$ cat config.mk
export PLATFORM = sky130hd
export DESIGN_NAME = touch_sense_flat
export DESIGN_NICKNAME = d
export VERILOG_FILES = /design/src/rtl/touch_sense_if.sv /design/src/rtl/touch_sense.sv /design/src/flat_wrapper.sv
export SDC_FILE = /design/constraint.sdc
export NUM_CORES = 1
export LEC_CHECK = 0
export CAP_MARGIN = 20
export CORE_MARGIN = 2
export CORE_UTILIZATION = 55
export CTS_CLUSTER_SIZE = 14
export DETAILED_ROUTE_END_ITERATION = 8
export PLACE_DENSITY = 0.83
export SLEW_MARGIN = 10
export SYNTH_ARGS = -nofsm -noshare
export SYNTH_HDL_FRONTEND = slang
export SYNTH_SLANG_ARGS = --single-unit
$ cat constraint.sdc
create_clock -name clk -period 5.1 [get_ports clk]
set_clock_uncertainty 0.05 [all_clocks]
set_input_delay 0.765 -clock clk [delete_from_list [all_inputs] [get_ports clk]]
set_output_delay 0.765 -clock clk [all_outputs]
set_load 0.03 [all_outputs]
$ cat src/rtl/touch_sense_if.sv
// Bus bundle between the CPU address decoder and the touch_sense core.
interface touch_sense_if;
  logic        cs;
  logic        we;
  logic [7:0]  address;
  logic [31:0] write_data;
  logic [31:0] read_data;
  logic        ready;

  modport master (output cs, we, address, write_data, input read_data, ready);
  modport slave  (input cs, we, address, write_data, output read_data, ready);
endinterface

$ cat src/rtl/touch_sense.sv
// Touch pad core: synchroniser, debounce FSM, latched event, saturating event counter, MMIO regs.
// Optional cycle-stamp of each event behind TOUCH_SENSE_TIMESTAMP_EN.
module touch_sense #(
  parameter logic [15:0] DEBOUNCE_DEFAULT = 16'd1000,
  parameter logic [31:0] CORE_VERSION     = 32'h00000001
) (
  input  logic         clk,
  input  logic         reset,
  input  logic         touch_event,
  touch_sense_if.slave bus
);
  localparam logic [7:0] A_NAME0     = 8'h00;
  localparam logic [7:0] A_NAME1     = 8'h01;
  localparam logic [7:0] A_VERSION   = 8'h02;
  localparam logic [7:0] A_STATUS    = 8'h09;
  localparam logic [7:0] A_DEBOUNCE  = 8'h0a;
  localparam logic [7:0] A_COUNT     = 8'h0b;
  localparam logic [7:0] A_COUNT_CLR = 8'h0c;
  localparam logic [7:0] A_TIMESTAMP = 8'h0d;

  typedef enum logic [1:0] {IDLE, DEBOUNCE_ST, EVENT, WAIT_RELEASE} state_t;

  state_t      state, state_nxt;
  logic [1:0]  sync_pipe;
  logic        sync_touch;
  logic [15:0] dcnt, dcnt_nxt;
  logic [15:0] debounce;
  logic [15:0] count;
  logic        event_flag;
  logic        fire;
  logic        access, wr;
  logic        wr_status, wr_debounce, wr_count_clr;
  logic [31:0] rdata_mux;
  logic        unused_wdata;

  assign unused_wdata = ^bus.write_data[31:16];

  // Two-flop synchroniser; sync_touch lags touch_event by two cycles.
  always_ff @(posedge clk or posedge reset) begin
    if (reset) sync_pipe <= '0;
    else       sync_pipe <= {sync_pipe[0], touch_event};
  end
  assign sync_touch = sync_pipe[1];

  // A new access is any cycle with cs high that is not already being acknowledged.
  assign access       = bus.cs & ~bus.ready;
  assign wr           = access & bus.we;
  assign wr_status    = wr && (bus.address == A_STATUS);
  assign wr_debounce  = wr && (bus.address == A_DEBOUNCE);
  assign wr_count_clr = wr && (bus.address == A_COUNT_CLR);

  always_ff @(posedge clk or posedge reset) begin
    if (reset) begin
      state <= IDLE;
      dcnt  <= '0;
    end else begin
      state <= state_nxt;
      dcnt  <= dcnt_nxt;
    end
  end

  always_comb begin
    state_nxt = state;
    dcnt_nxt  = dcnt;
    fire      = 1'b0;
    case (state)
      IDLE: begin
        dcnt_nxt = '0;
        if (sync_touch) state_nxt = DEBOUNCE_ST;
      end
      DEBOUNCE_ST: begin
        if (!sync_touch) begin
          dcnt_nxt  = '0;
          state_nxt = IDLE;
        // >= rather than == so a DEBOUNCE lowered mid-count fires at once
        end else if (({1'b0, dcnt} + 17'd1) >= {1'b0, debounce}) begin
          fire      = 1'b1;
          dcnt_nxt  = '0;
          state_nxt = EVENT;
        end else begin
          dcnt_nxt = dcnt + 16'd1;
        end
      end
      EVENT: ;
      WAIT_RELEASE: begin
        if (!sync_touch) state_nxt = IDLE;
      end
      default: state_nxt = IDLE;
    endcase
    // Acknowledge loses to an event setting in the same cycle.
    if (wr_status && !fire) begin
      state_nxt = WAIT_RELEASE;
      dcnt_nxt  = '0;
    end
  end

  always_ff @(posedge clk or posedge reset) begin
    if (reset)          event_flag <= 1'b0;
    else if (fire)      event_flag <= 1'b1;
    else if (wr_status) event_flag <= 1'b0;
  end

  always_ff @(posedge clk or posedge reset) begin
    if (reset)                          count <= '0;
    else if (wr_count_clr)              count <= '0;
    else if (fire && count != 16'hffff) count <= count + 16'd1;
  end

  always_ff @(posedge clk or posedge reset) begin
    if (reset)            debounce <= DEBOUNCE_DEFAULT;
    else if (wr_debounce) debounce <= (bus.write_data[15:0] == 16'd0) ? 16'd1 : bus.write_data[15:0];
  end

`ifdef TOUCH_SENSE_TIMESTAMP_EN
  logic [31:0] ts_cnt;
  logic [31:0] timestamp;

  always_ff @(posedge clk or posedge reset) begin
    if (reset) begin
      ts_cnt    <= '0;
      timestamp <= '0;
    end else begin
      ts_cnt <= ts_cnt + 32'd1;
      if (fire) timestamp <= ts_cnt;
    end
  end
`endif

  always_comb begin
    rdata_mux = 32'h0;
    case (bus.address)
      A_NAME0:     rdata_mux = 32'h746b7365;
      A_NAME1:     rdata_mux = 32'h6e736520;
      A_VERSION:   rdata_mux = CORE_VERSION;
      A_STATUS:    rdata_mux = {31'h0, event_flag};
      A_DEBOUNCE:  rdata_mux = {16'h0, debounce};
      A_COUNT:     rdata_mux = {16'h0, count};
`ifdef TOUCH_SENSE_TIMESTAMP_EN
      A_TIMESTAMP: rdata_mux = timestamp;
`else
      A_TIMESTAMP: rdata_mux = 32'h0;
`endif
      default:     rdata_mux = 32'h0;
    endcase
  end

  always_ff @(posedge clk or posedge reset) begin
    if (reset) begin
      bus.ready     <= 1'b0;
      bus.read_data <= '0;
    end else begin
      bus.ready <= access;
      if (access) bus.read_data <= rdata_mux;
    end
  end
endmodule
$ cat src/flat_wrapper.sv
// flat-port wrapper written by rule: the top's interface ports become plain ports
module touch_sense_flat 
#(
  parameter logic [15:0] DEBOUNCE_DEFAULT = 16'd1000,
  parameter logic [31:0] CORE_VERSION     = 32'h00000001
)
  (clk, reset, touch_event, bus_cs, bus_we, bus_address, bus_write_data, bus_read_data, bus_ready);
  touch_sense_if bus_i ();
  input  logic clk;
  input  logic reset;
  input  logic touch_event;
  input wire logic [$bits(bus_i.cs)-1:0] bus_cs;
  input wire logic [$bits(bus_i.we)-1:0] bus_we;
  input wire logic [$bits(bus_i.address)-1:0] bus_address;
  input wire logic [$bits(bus_i.write_data)-1:0] bus_write_data;
  output wire logic [$bits(bus_i.read_data)-1:0] bus_read_data;
  output wire logic [$bits(bus_i.ready)-1:0] bus_ready;
  assign bus_i.cs = bus_cs;
  assign bus_i.we = bus_we;
  assign bus_i.address = bus_address;
  assign bus_i.write_data = bus_write_data;
  assign bus_read_data = bus_i.read_data;
  assign bus_ready = bus_i.ready;
  touch_sense #(.DEBOUNCE_DEFAULT(DEBOUNCE_DEFAULT), .CORE_VERSION(CORE_VERSION)) u_core (.clk(clk), .reset(reset), .touch_event(touch_event), .bus(bus_i));
endmodule
==> results.py <==
metrics = {
    "layout": {
        "num-fill-cells": 582,
        "antenna_cells": 0,
        "fin_nets": 565,
        "seqCellArea_sq_um": 1830,
        "area_growth_pct": 16.8,
        "drive_gt1_share_pct": 13.3,
        "multi_input_area_sq_um": 2250,
    },
    "synthesis": {
        "synth_area_per_cell_sq_um": 9.55,
        "syn_area_sq_um": 4370,
        "synth_most_common_cell": "nand2_1",
        "synth_ff_type": "dfrtp_1",
        "ys_seq_elements": 73,
        "syn_inst": 458,
        "synth-edff-count": 0,
        "async_flop_share_pct": 100,
        "ys_seq_area_share_pct": 41.9,
        "post_synth_most_frequent_cells": "nand2_1 (69), dfrtp_1 (67), inv_1 (23)",
        "ys_top_cells_by_area": "dfrtp_1 (38%), ha_1 (6.0%), nand2_1 (5.9%)",
        "yosysWarnings": 0,
        "synth_top_area_share_pct": 38.3,
        "synth.largest_area_cell": "dfrtp_1",
        "synthDistinctLibCells": 62,
    },
    "route": {
        "ant_nets": 0,
        "vias_per_cell": 6.05,
        "num_vias": 3667,
        "drtPass1Iterations": 5,
        "drt_iter0_markers": 211,
        "wire_per_inst_um": 16.9,
        "drc_errors": 0,
        "drt_wl_total_um": 10200,
    },
    "floorplanning": {
        "start_util_pct": 56.6,
        "core_sq_um": 7730,
        "io_pins": 78,
        "num_rows": 32,
        "die_h_um": 93.2,
        "die_w_um": 93.2,
        "dieArea_sq_um": 8680,
    },
    "place": {
        "dp_hpwl_um": 7600,
        "placement.io_buffers": 57,
        "gp_congestion": 0.903,
    },
    "power_and_ir_drop": {
        "leakage_uw": 0.00216,
        "pwr_density_cell_nw_per_um2": 315,
        "ir_drop_v": 0.000161,
    },
    "clock_network": {
        "htree_levels": 3,
        "clock_sinks": 73,
        "clk_latency_ns": 0.35,
        "clock_path_buffers": 2,
        "post_cts_buffers": 0,
        "cts-root-buf": "clkbuf_8",
        "cts_buffers": 9,
        "cts_tree": "done",
        "path_clk_slew_ns": 0.08,
        "hold_buffers": 0,
        "cts-resized-gates": 0,
    },
    "timing": {
        "slew_violations": 0,
        "fmax_mhz": 265,
        "setup_viol": 0,
        "maxSlewHeadroom_pct": 37.4,
        "setup_total_negative_slack_ns": 0,
        "finalCriticalPeriod_ns": 3.78,
        "worstMarginPinSlew_ns": 0.933,
        "hold_viol": 0,
        "holdWs_ns": 0.301,
        "rsz0062_at_grt": "no",
        "min_period_over_period_pct": 74.1,
    },
    "global_route": {
        "antenna_found_initial": 0,
        "grt_start_max_net_pins": 51,
        "grt.overflow.total": 0,
        "grt_pass1_wl_um": 16900,
        "track_usage_pct": 24.8,
        "grt_pass1_vias": 3466,
    },
    "worst_setup_path": {
        "critPathArrivalTime_ns": 3.99,
        "critPathKind": "reg2reg",
        "startpoint_type": "flip-flop",
        "end_kind": "flip-flop",
        "path_max_fanout": 17,
        "r2r-start": "u_core.dcnt[2]",
        "cp_data_required_time_ns": 5.32,
        "crit_path_start": "u_core.dcnt[2]",
    },
    "worst_hold_path": {
        "hold_path.class": "reg2reg",
        "hold_start": "u_core.sync_pipe[0]",
    },
    "status": {
        "status": "finished, final reports clean",
    },
    "flow_run": {
        "drv_cap": 0,
    },
}
## layer usage
metal	track usage [%]	wire [um]	vias up
li1	-	-	1748
met1	31.7	4250	1763
met2	43.2	5250	139
met3	3.46	544	17
met4	8.70	175	0
met5	0	0	-
## worst paths after layout
check	end	slack [ns]	cells after the start
min reg2reg	u_core.sync_pipe[1]	0.30	0
min in group asynchronous	u_core.count[2]	0.65	2
max reg2reg	u_core.dcnt[0]	1.32	13
min	u_core.sync_pipe[1]	0.30	0
max in group asynchronous	u_core.debounce[8]	3.39	4
max	u_core.dcnt[0]	1.32	13
## layout by cell type (no fill, tap or decap), drive strengths merged, types with 9 or more instances in the layout
cell type | synthesis | routed
mux2 | 17 | 17
nand2 | 71 | 71
o21ai | 30 | 30
a21oi | 17 | 17
o211ai | 11 | 11
nand3 | 19 | 19
nor2 | 15 | 15
clkdlybuf4s50 | 0 | 57
or4 | 11 | 11
dfrtp | 67 | 67
ha | 21 | 21
clkbuf | 5 | 9
inv | 23 | 24
## cell type report
cell class / instances / share of cell area [%]
multi-input cells: 332 / 44.1
well taps: 102 / 2.50
clock buffers: 9 / 2.42
repair buffers: 60 / 11.9
flip-flops and latches: 73 / 35.9
clock inverters: 7 / 1.57
inverters: 23 / 1.69
## registers in the layout, indices dropped and copies added, names as in the netlist
| name | cells |
|---|---|
| u_core.bus.ready | 1 |
| u_core.state | 2 |
| u_core.sync_pipe | 2 |
| u_core.event_flag | 1 |
| u_core.count | 16 |
| u_core.dcnt | 16 |
| u_core.debounce | 16 |
| u_core.bus.read_data | 19 |
## where the power goes
part           switching (uW)  leakage (uW)  internal, uW  total [uW]
clock                     234     0.0000960           230         464
combinational             257       0.00113           155         412
sequential               85.7      0.000929           649         734
## through the flow
stage                     setup slack, ns  instance area, sq um  utilization (%)  std cells  total power [uW]
final                                1.32                  5110             66.1        606              1610
after global routing                 1.07                  5110             66.1        606              1710
after CTS                            1.38                  5090             65.9        605              1610
after detailed placement             1.42                  4880             63.2        589              1150
after global placement               1.50                  4880             63.2        589              1130
after floorplan                      1.96                  4380                -        461              1050
## logic make-up after synthesis
logic type	after synthesis	share of synthesized area, %
adders and majority gates	21	6.01
xor gates and xnor gates	7	1.40
buffers and inverters	56	6.84
DFF	73	41.9
AOI/OAI and AO/OA	103	16.6
other	1	0.0858
and+or+nand+nor	179	22.5
muxes	18	4.61
## worst max-delay path: stages (launching register included)
cell and delay [ns]:
dfrtp_1 0.43, and4_1 0.26, and4_1 0.32, nand3_1 0.14, and2_1 0.19, or2_2 0.31, ha_1 0.30, o21ai_0 0.21
o21ai_0 0.12, o211ai_1 0.14, o21ai_0 0.17, a31oi_2 0.70, nand2_1 0.15, o21ai_0 0.20
(Power assumes the default switching activity.)
